===== config.mk =====
export PLATFORM = sky130hd
export DESIGN_NAME = conv_sched
export DESIGN_NICKNAME = d
export VERILOG_FILES = /design/src/rtl/conv_sched.sv
export SDC_FILE = /design/constraint.sdc
export NUM_CORES = 1
export LEC_CHECK = 0
export CAP_MARGIN = 0
export CORE_MARGIN = 1.5
export CORE_UTILIZATION = 44
export DETAILED_ROUTE_END_ITERATION = 10
export GPL_TIMING_DRIVEN = 0
export PLACE_DENSITY = 0.84
export RECOVER_POWER = 50
export SLEW_MARGIN = 20
export SYNTH_ARGS = -nofsm -noshare
export SYNTH_HDL_FRONTEND = slang
export SYNTH_SLANG_ARGS = --single-unit
export TNS_END_PERCENT = 10

===== constraint.sdc =====
create_clock -name clk -period 2.46 [get_ports clk]
set_clock_uncertainty 0.05 [all_clocks]
set_input_delay 0.369 -clock clk [delete_from_list [all_inputs] [get_ports clk]]
set_output_delay 0.369 -clock clk [all_outputs]
set_load 0.01 [all_outputs]

===== src/rtl/conv_sched.sv =====
// conv_sched: layer sequencer for the convolution datapath.
// Consumes one stream (9 kernel words, then the image row-major), fills the
// kernel registers and the 3-row line buffer, launches one convolve pass per
// output row and slides the line buffer down by the stride between passes.
module conv_sched #(
    parameter int BIT_DEPTH = 8,
    parameter int COLS      = 28,
    parameter int IMG_ROWS  = 28
) (
    input  logic                 clk,
    input  logic                 rst,
    input  logic                 cfg_start,
    input  logic [1:0]           cfg_stride,
    input  logic                 cfg_pool_en,
    input  logic                 in_valid,
    input  logic [BIT_DEPTH-1:0] in_data,
    output logic                 in_ready,
    output logic                 kr_wr_en,
    output logic [3:0]           kr_addr,
    output logic [BIT_DEPTH-1:0] kr_data,
    output logic                 lb_wr_en,
    output logic [1:0]           lb_row,
    output logic [4:0]           lb_col,
    output logic [BIT_DEPTH-1:0] lb_data,
    output logic                 lb_row_shift,
    output logic                 conv_start,
    output logic [1:0]           conv_stride,
    output logic                 conv_pool_en,
    output logic [9:0]           conv_dest_base,
    input  logic                 conv_done,
    output logic                 busy,
    output logic                 layer_done
);

    // Output columns per row for each legal stride.
    localparam int OC1 = (COLS - 3) / 1 + 1;
    localparam int OC2 = (COLS - 3) / 2 + 1;
    localparam int OC3 = (COLS - 3) / 3 + 1;
    // top_row must hold IMG_ROWS plus headroom for the +stride step.
    localparam int TRW = $clog2(IMG_ROWS + 4) + 1;

    typedef enum logic [2:0] {
        S_IDLE,
        S_LOAD_K,
        S_LOAD_ROWS,
        S_RUN,
        S_WAIT,
        S_SHIFT,
        S_LOAD_ONE,
        S_DONE
    } state_t;

    state_t         state_q, state_d;
    logic [1:0]     stride_q, stride_d;
    logic           pool_q, pool_d;
    logic [3:0]     kcnt_q, kcnt_d;
    logic [1:0]     row_q, row_d;
    logic [4:0]     col_q, col_d;
    logic [TRW-1:0] top_q, top_d;
    logic [1:0]     adv_q, adv_d;
    logic [9:0]     base_q, base_d;

    logic [9:0]     out_cols;
    logic [TRW-1:0] top_next;

    // Stride-dependent row pitch of the result buffer and the next window top.
    always_comb begin
        case (stride_q)
            2'd2:    out_cols = 10'(OC2);
            2'd3:    out_cols = 10'(OC3);
            default: out_cols = 10'(OC1);
        endcase
        top_next = top_q + TRW'(stride_q);
    end

    // Next-state, counter updates and per-cycle strobes.
    always_comb begin
        state_d      = state_q;
        stride_d     = stride_q;
        pool_d       = pool_q;
        kcnt_d       = kcnt_q;
        row_d        = row_q;
        col_d        = col_q;
        top_d        = top_q;
        adv_d        = adv_q;
        base_d       = base_q;
        in_ready     = 1'b0;
        kr_wr_en     = 1'b0;
        lb_wr_en     = 1'b0;
        lb_row_shift = 1'b0;
        conv_start   = 1'b0;
        layer_done   = 1'b0;

        case (state_q)
            S_IDLE: begin
                if (cfg_start) begin
                    stride_d = (cfg_stride == 2'd0) ? 2'd1 : cfg_stride;
                    pool_d   = cfg_pool_en;
                    kcnt_d   = '0;
                    row_d    = '0;
                    col_d    = '0;
                    top_d    = '0;
                    adv_d    = '0;
                    base_d   = '0;
                    state_d  = S_LOAD_K;
                end
            end
            S_LOAD_K: begin
                in_ready = 1'b1;
                if (in_valid) begin
                    kr_wr_en = 1'b1;
                    if (kcnt_q == 4'd8) begin
                        kcnt_d  = '0;
                        state_d = S_LOAD_ROWS;
                    end else begin
                        kcnt_d = kcnt_q + 4'd1;
                    end
                end
            end
            S_LOAD_ROWS: begin
                in_ready = 1'b1;
                if (in_valid) begin
                    lb_wr_en = 1'b1;
                    if (col_q == 5'(COLS - 1)) begin
                        col_d = '0;
                        if (row_q == 2'd2) begin
                            row_d   = '0;
                            state_d = S_RUN;
                        end else begin
                            row_d = row_q + 2'd1;
                        end
                    end else begin
                        col_d = col_q + 5'd1;
                    end
                end
            end
            S_RUN: begin
                conv_start = 1'b1;
                state_d    = S_WAIT;
            end
            S_WAIT: begin
                if (conv_done) begin
                    base_d = base_q + out_cols;
                    top_d  = top_next;
                    if (int'(top_next) + 3 > IMG_ROWS) begin
                        state_d = S_DONE;
                    end else begin
                        adv_d   = stride_q;
                        state_d = S_SHIFT;
                    end
                end
            end
            S_SHIFT: begin
                lb_row_shift = 1'b1;
                state_d      = S_LOAD_ONE;
            end
            S_LOAD_ONE: begin
                in_ready = 1'b1;
                if (in_valid) begin
                    lb_wr_en = 1'b1;
                    if (col_q == 5'(COLS - 1)) begin
                        col_d   = '0;
                        adv_d   = adv_q - 2'd1;
                        state_d = (adv_q == 2'd1) ? S_RUN : S_SHIFT;
                    end else begin
                        col_d = col_q + 5'd1;
                    end
                end
            end
            S_DONE: begin
                layer_done = 1'b1;
                state_d    = S_IDLE;
            end
            default: state_d = S_IDLE;
        endcase
    end

    // State and counter registers; reset returns to an idle, stride-1 layer.
    always_ff @(posedge clk or negedge rst) begin
        if (!rst) begin
            state_q  <= S_IDLE;
            stride_q <= 2'd1;
            pool_q   <= 1'b0;
            kcnt_q   <= '0;
            row_q    <= '0;
            col_q    <= '0;
            top_q    <= '0;
            adv_q    <= '0;
            base_q   <= '0;
        end else begin
            state_q  <= state_d;
            stride_q <= stride_d;
            pool_q   <= pool_d;
            kcnt_q   <= kcnt_d;
            row_q    <= row_d;
            col_q    <= col_d;
            top_q    <= top_d;
            adv_q    <= adv_d;
            base_q   <= base_d;
        end
    end

    assign kr_addr        = kcnt_q;
    assign kr_data        = in_data;
    assign lb_row         = (state_q == S_LOAD_ONE) ? 2'd2 : row_q;
    assign lb_col         = col_q;
    assign lb_data        = in_data;
    assign conv_stride    = stride_q;
    assign conv_pool_en   = pool_q;
    assign conv_dest_base = base_q;
    assign busy           = (state_q != S_IDLE);

endmodule


==> impl_results.rst <==
.. list-table::
   :header-rows: 1

   * - Metric
     - Value
   * - CTS tree
     - built
   * - Wire length of the first global-routing pass
     - 8950 um
   * - Period Utilization, post-route
     - 0.991
   * - Buffers from clock root to sink, at most
     - 2
   * - Nature of the critical path endpoint
     - flip-flop
   * - Final hold violations
     - 0
   * - DIE AREA
     - 5600 sq um
   * - Clock buffers created by TritonCTS
     - 5
   * - Detailed-routing iteration count for the pre-antenna-repair pass
     - 4
   * - # fillers
     - 395
   * - Number of synthesis warnings
     - 0
   * - Number of flops mapped to enable cells by yosys
     - 0
   * - Initial cell density of the core
     - 0.469
   * - Average footprint of a synthesized cell
     - 9.05 sq um
   * - CP bufs+invs
     - 0
   * - Number of pins with negative max-slew slack in the final report
     - 0
   * - Total clock sinks
     - 35
   * - Horizontal die dimension
     - 74.9 um
   * - Maximum ir drop on the vdd rail
     - 0.611 mV
   * - Iter 0 DRT Violations
     - 116
   * - Synth Instances
     - 251
   * - H-tree depth reported by CTS
     - 2
   * - Number of distinct library cells after synthesis
     - 53
   * - Max Clk Rate
     - 410 MHz
   * - Register bit total from synthesis
     - 35
   * - Finish-stage setup viols
     - 0
   * - Net count of the mapped netlist
     - 279
   * - Total power per unit cell area
     - 1180 nW/um^2
   * - Post-synth top area share
     - 0.374
   * - Required arrival time at the worst endpoint
     - 2.59 ns
   * - Post-route antenna net violation count
     - 0
   * - Seq/Total Area, Yosys
     - 0.386
   * - Most prevalent standard cell on the critical path
     - sky130_fd_sc_hd__a211oi_2
   * - Number of ports placed on the die boundary
     - 63
   * - Most common flop cell mapped by yosys
     - sky130_fd_sc_hd__dfrtp_1
   * - Average wire length per cell after detail routing
     - 14.5 um
   * - Core footprint
     - 4850 sq um
   * - Final Wtd Congestion
     - 0.844
   * - Min Clock Period, post-route
     - 2.44 ns
   * - Pin count of the biggest net entering global routing
     - 22
   * - Vias in the first global route
     - 2014
   * - Transition at the pin with the smallest max-transition slack
     - 0.850 ns
   * - Crit path launch type
     - flip-flop
   * - Grt total ovfl
     - 0
   * - WS Path Type
     - reg -> reg
   * - Total power
     - 3.68 mW
   * - Static leakage
     - 1.36 nW
   * - Share of final-layout standard cells stronger than drive strength 1
     - 0.164
   * - Max_slew headroom
     - 0.432
   * - Port Buffers
     - 54
   * - Crit Path Max Fanout
     - 4
   * - Slowest cell on the critical path
     - sky130_fd_sc_hd__dfstp_2
   * - Leading cell types by total area after synthesis
     - sky130_fd_sc_hd__dfrtp_1, sky130_fd_sc_hd__o21ai_0, sky130_fd_sc_hd__buf_4
   * - Met1 track utilization from global routing
     - 0.265
   * - Number of violations of the max-capacitance limit
     - 0
   * - Summed instance area of the synthesized netlist
     - 2270 sq um
   * - Total half-perimeter wirelength after legalization and detailed placement
     - 4070 um
   * - Number of diodes added for antenna fixing
     - 0
   * - CTS clk-pin slew, worst paths
     - 0.08 ns
   * - Via count
     - 2124
   * - Total GRT Usage
     - 0.208
   * - Signal arrival time at the worst endpoint
     - 2.57 ns
   * - Met2 track demand over resource in global routing
     - 0.355
   * - Row Count
     - 25
   * - Clock Tree Root
     - sky130_fd_sc_hd__clkbuf_8
   * - Global routing's busiest layer
     - met2
   * - Height of the die
     - 74.9 um
   * - Kind of cell adding the most delay to the critical path
     - adder cells
   * - Global routing met3 resource utilization
     - 0.0402
   * - Area delta synth->final
     - 37.1%
   * - Hold Slack
     - 0.470 ns
   * - Via density per instance
     - 5.52
   * - Cell type with the largest total area after synthesis
     - sky130_fd_sc_hd__dfrtp_1
   * - Cell-by-cell trace of the critical path
     - ha_4 > fa_1 > and4b_1 > o21ai_2 > a211oi_2 > a211oi_2 > mux2_4
   * - Fraction of registers with async set/reset
     - 1.00
   * - Class of the worst hold path
     - reg -> reg
   * - Detailed-route DRC error count
     - 0
   * - Result of the run
     - finished clean
   * - Insertion delay of the later-clocked pin in the worst-skew pair
     - 0.29 ns
   * - Antenna violations before repair
     - 0
   * - Unrepaired setup endpoints after global routing
     - true
   * - Stage delay of the slowest cell on the critical path
     - 0.56 ns
   * - Layout net count
     - 345
   * - Final wirelength
     - 5600 um
-- per-stage QoR --
stage	util	TNS [ns]	worst slack, ns	cell area, sq um	std cells
final	0.642	0	0.0212	3110	385
after global routing	0.642	-0.0540	-0.0254	3110	385
after CTS	0.635	-0.0866	-0.0505	3080	383
after detailed placement	0.602	-0.399	-0.182	2920	373
after global placement	0.597	-0.358	-0.161	2900	372
after floorplan	-	0	0.0205	2270	251
-- Yosys cell counts, types with 2 or more instances --
master and n:
sky130_fd_sc_hd__a21oi_1 10, sky130_fd_sc_hd__nand2_1 29, sky130_fd_sc_hd__xor2_1 2, sky130_fd_sc_hd__nand3b_1 2, sky130_fd_sc_hd__nor3_1 6, sky130_fd_sc_hd__a22o_1 5, sky130_fd_sc_hd__nand3_1 6, sky130_fd_sc_hd__mux2i_1 5
sky130_fd_sc_hd__nor3b_1 3, sky130_fd_sc_hd__and2_1 2, sky130_fd_sc_hd__nor2_1 19, sky130_fd_sc_hd__xnor2_1 5, sky130_fd_sc_hd__fa_1 2, sky130_fd_sc_hd__clkbuf_1 5, sky130_fd_sc_hd__or3_1 3, sky130_fd_sc_hd__mux2_2 5
sky130_fd_sc_hd__o211ai_1 2, sky130_fd_sc_hd__nor2b_1 4, sky130_fd_sc_hd__inv_1 12, sky130_fd_sc_hd__ha_1 10, sky130_fd_sc_hd__buf_4 17, sky130_fd_sc_hd__o21ai_0 26, sky130_fd_sc_hd__a31oi_1 2, sky130_fd_sc_hd__o31ai_1 3
sky130_fd_sc_hd__dfrtp_1 34, sky130_fd_sc_hd__a211o_1 2, sky130_fd_sc_hd__buf_2 4
-- flip-flops by register name, summed over array words and instances (netlist names) --
signal / count
adv_q: 2
lb_col: 5
row_q: 2
state_q: 3
top_q: 6
kr_addr: 4
conv_pool_en: 1
conv_stride: 2
conv_dest_base: 10
-- cell families after synthesis --
kind of cell	after synthesis	synth area share
AND/OR/NAND/NOR	86	0.195
multiplexers	10	0.0468
buffers and inverters	38	0.0931
XOR/XNOR	7	0.0270
flip-flops	35	0.386
adder cells (fa/ha/maj)	12	0.0727
AO/OA/AOI/OAI	63	0.180
-- layer usage --
layer	wire length, um	share of wire
met1	2350	0.42
met2	2930	0.52
met3	275	0.049
met4	46	0.0082
met5	0	0
-- layout by cell type (no fill, tap or decap), types with 9 or more instances in the layout --
master,instances
sky130_fd_sc_hd__clkdlybuf4s50_1,31
sky130_fd_sc_hd__inv_1,12
sky130_fd_sc_hd__ha_1,9
sky130_fd_sc_hd__dlygate4sd3_1,23
sky130_fd_sc_hd__a21oi_1,10
sky130_fd_sc_hd__dfrtp_1,34
sky130_fd_sc_hd__nand2_1,29
sky130_fd_sc_hd__nor2_1,19
sky130_fd_sc_hd__o21ai_0,24
sky130_fd_sc_hd__buf_4,21
-- worst paths after layout --
path,from,end,slack (ns),cells after the start
setup / recovery,conv_stride[0],adv_q[1],0.02,7
hold / removal,top_q[5],top_q[5],0.47,1
setup reg to reg,conv_stride[0],adv_q[1],0.02,7
hold reg to reg,top_q[5],top_q[5],0.47,1
max in group asynchronous,rst,conv_stride[0],0.69,3
min in group asynchronous,rst,kr_addr[1],0.65,2
-- layout make-up --
class,count,area [sq um],share of cell area
multi-input cells,178,1230,0.395
clock buffers,5,68.8,0.0221
repair buffers,59,572,0.184
inverters,12,45.0,0.0145
clock inverters,3,67.6,0.0217
flip-flops and latches,35,877,0.282
well taps,67,83.8,0.0269
plain buffers,26,170,0.0546
-- where the power goes --
part | internal [mW] | switching [mW] | total (mW)
Clock | 0.404 | 0.220 | 0.625
Sequential | 0.789 | 0.221 | 1.01
Combinational | 1.01 | 1.03 | 2.04
Total | 2.21 | 1.47 | 3.68
-- what timing repair did --
action,in CTS,in global routing
hold buffers,1,0
gates resized for setup,3,13
gates cloned,0,0
endpoints found under the setup margin,4,5
buffers inserted,1,2
endpoints found under the hold margin,14,0
pin swaps,1,8
Power figures use the tool's default switching activity.
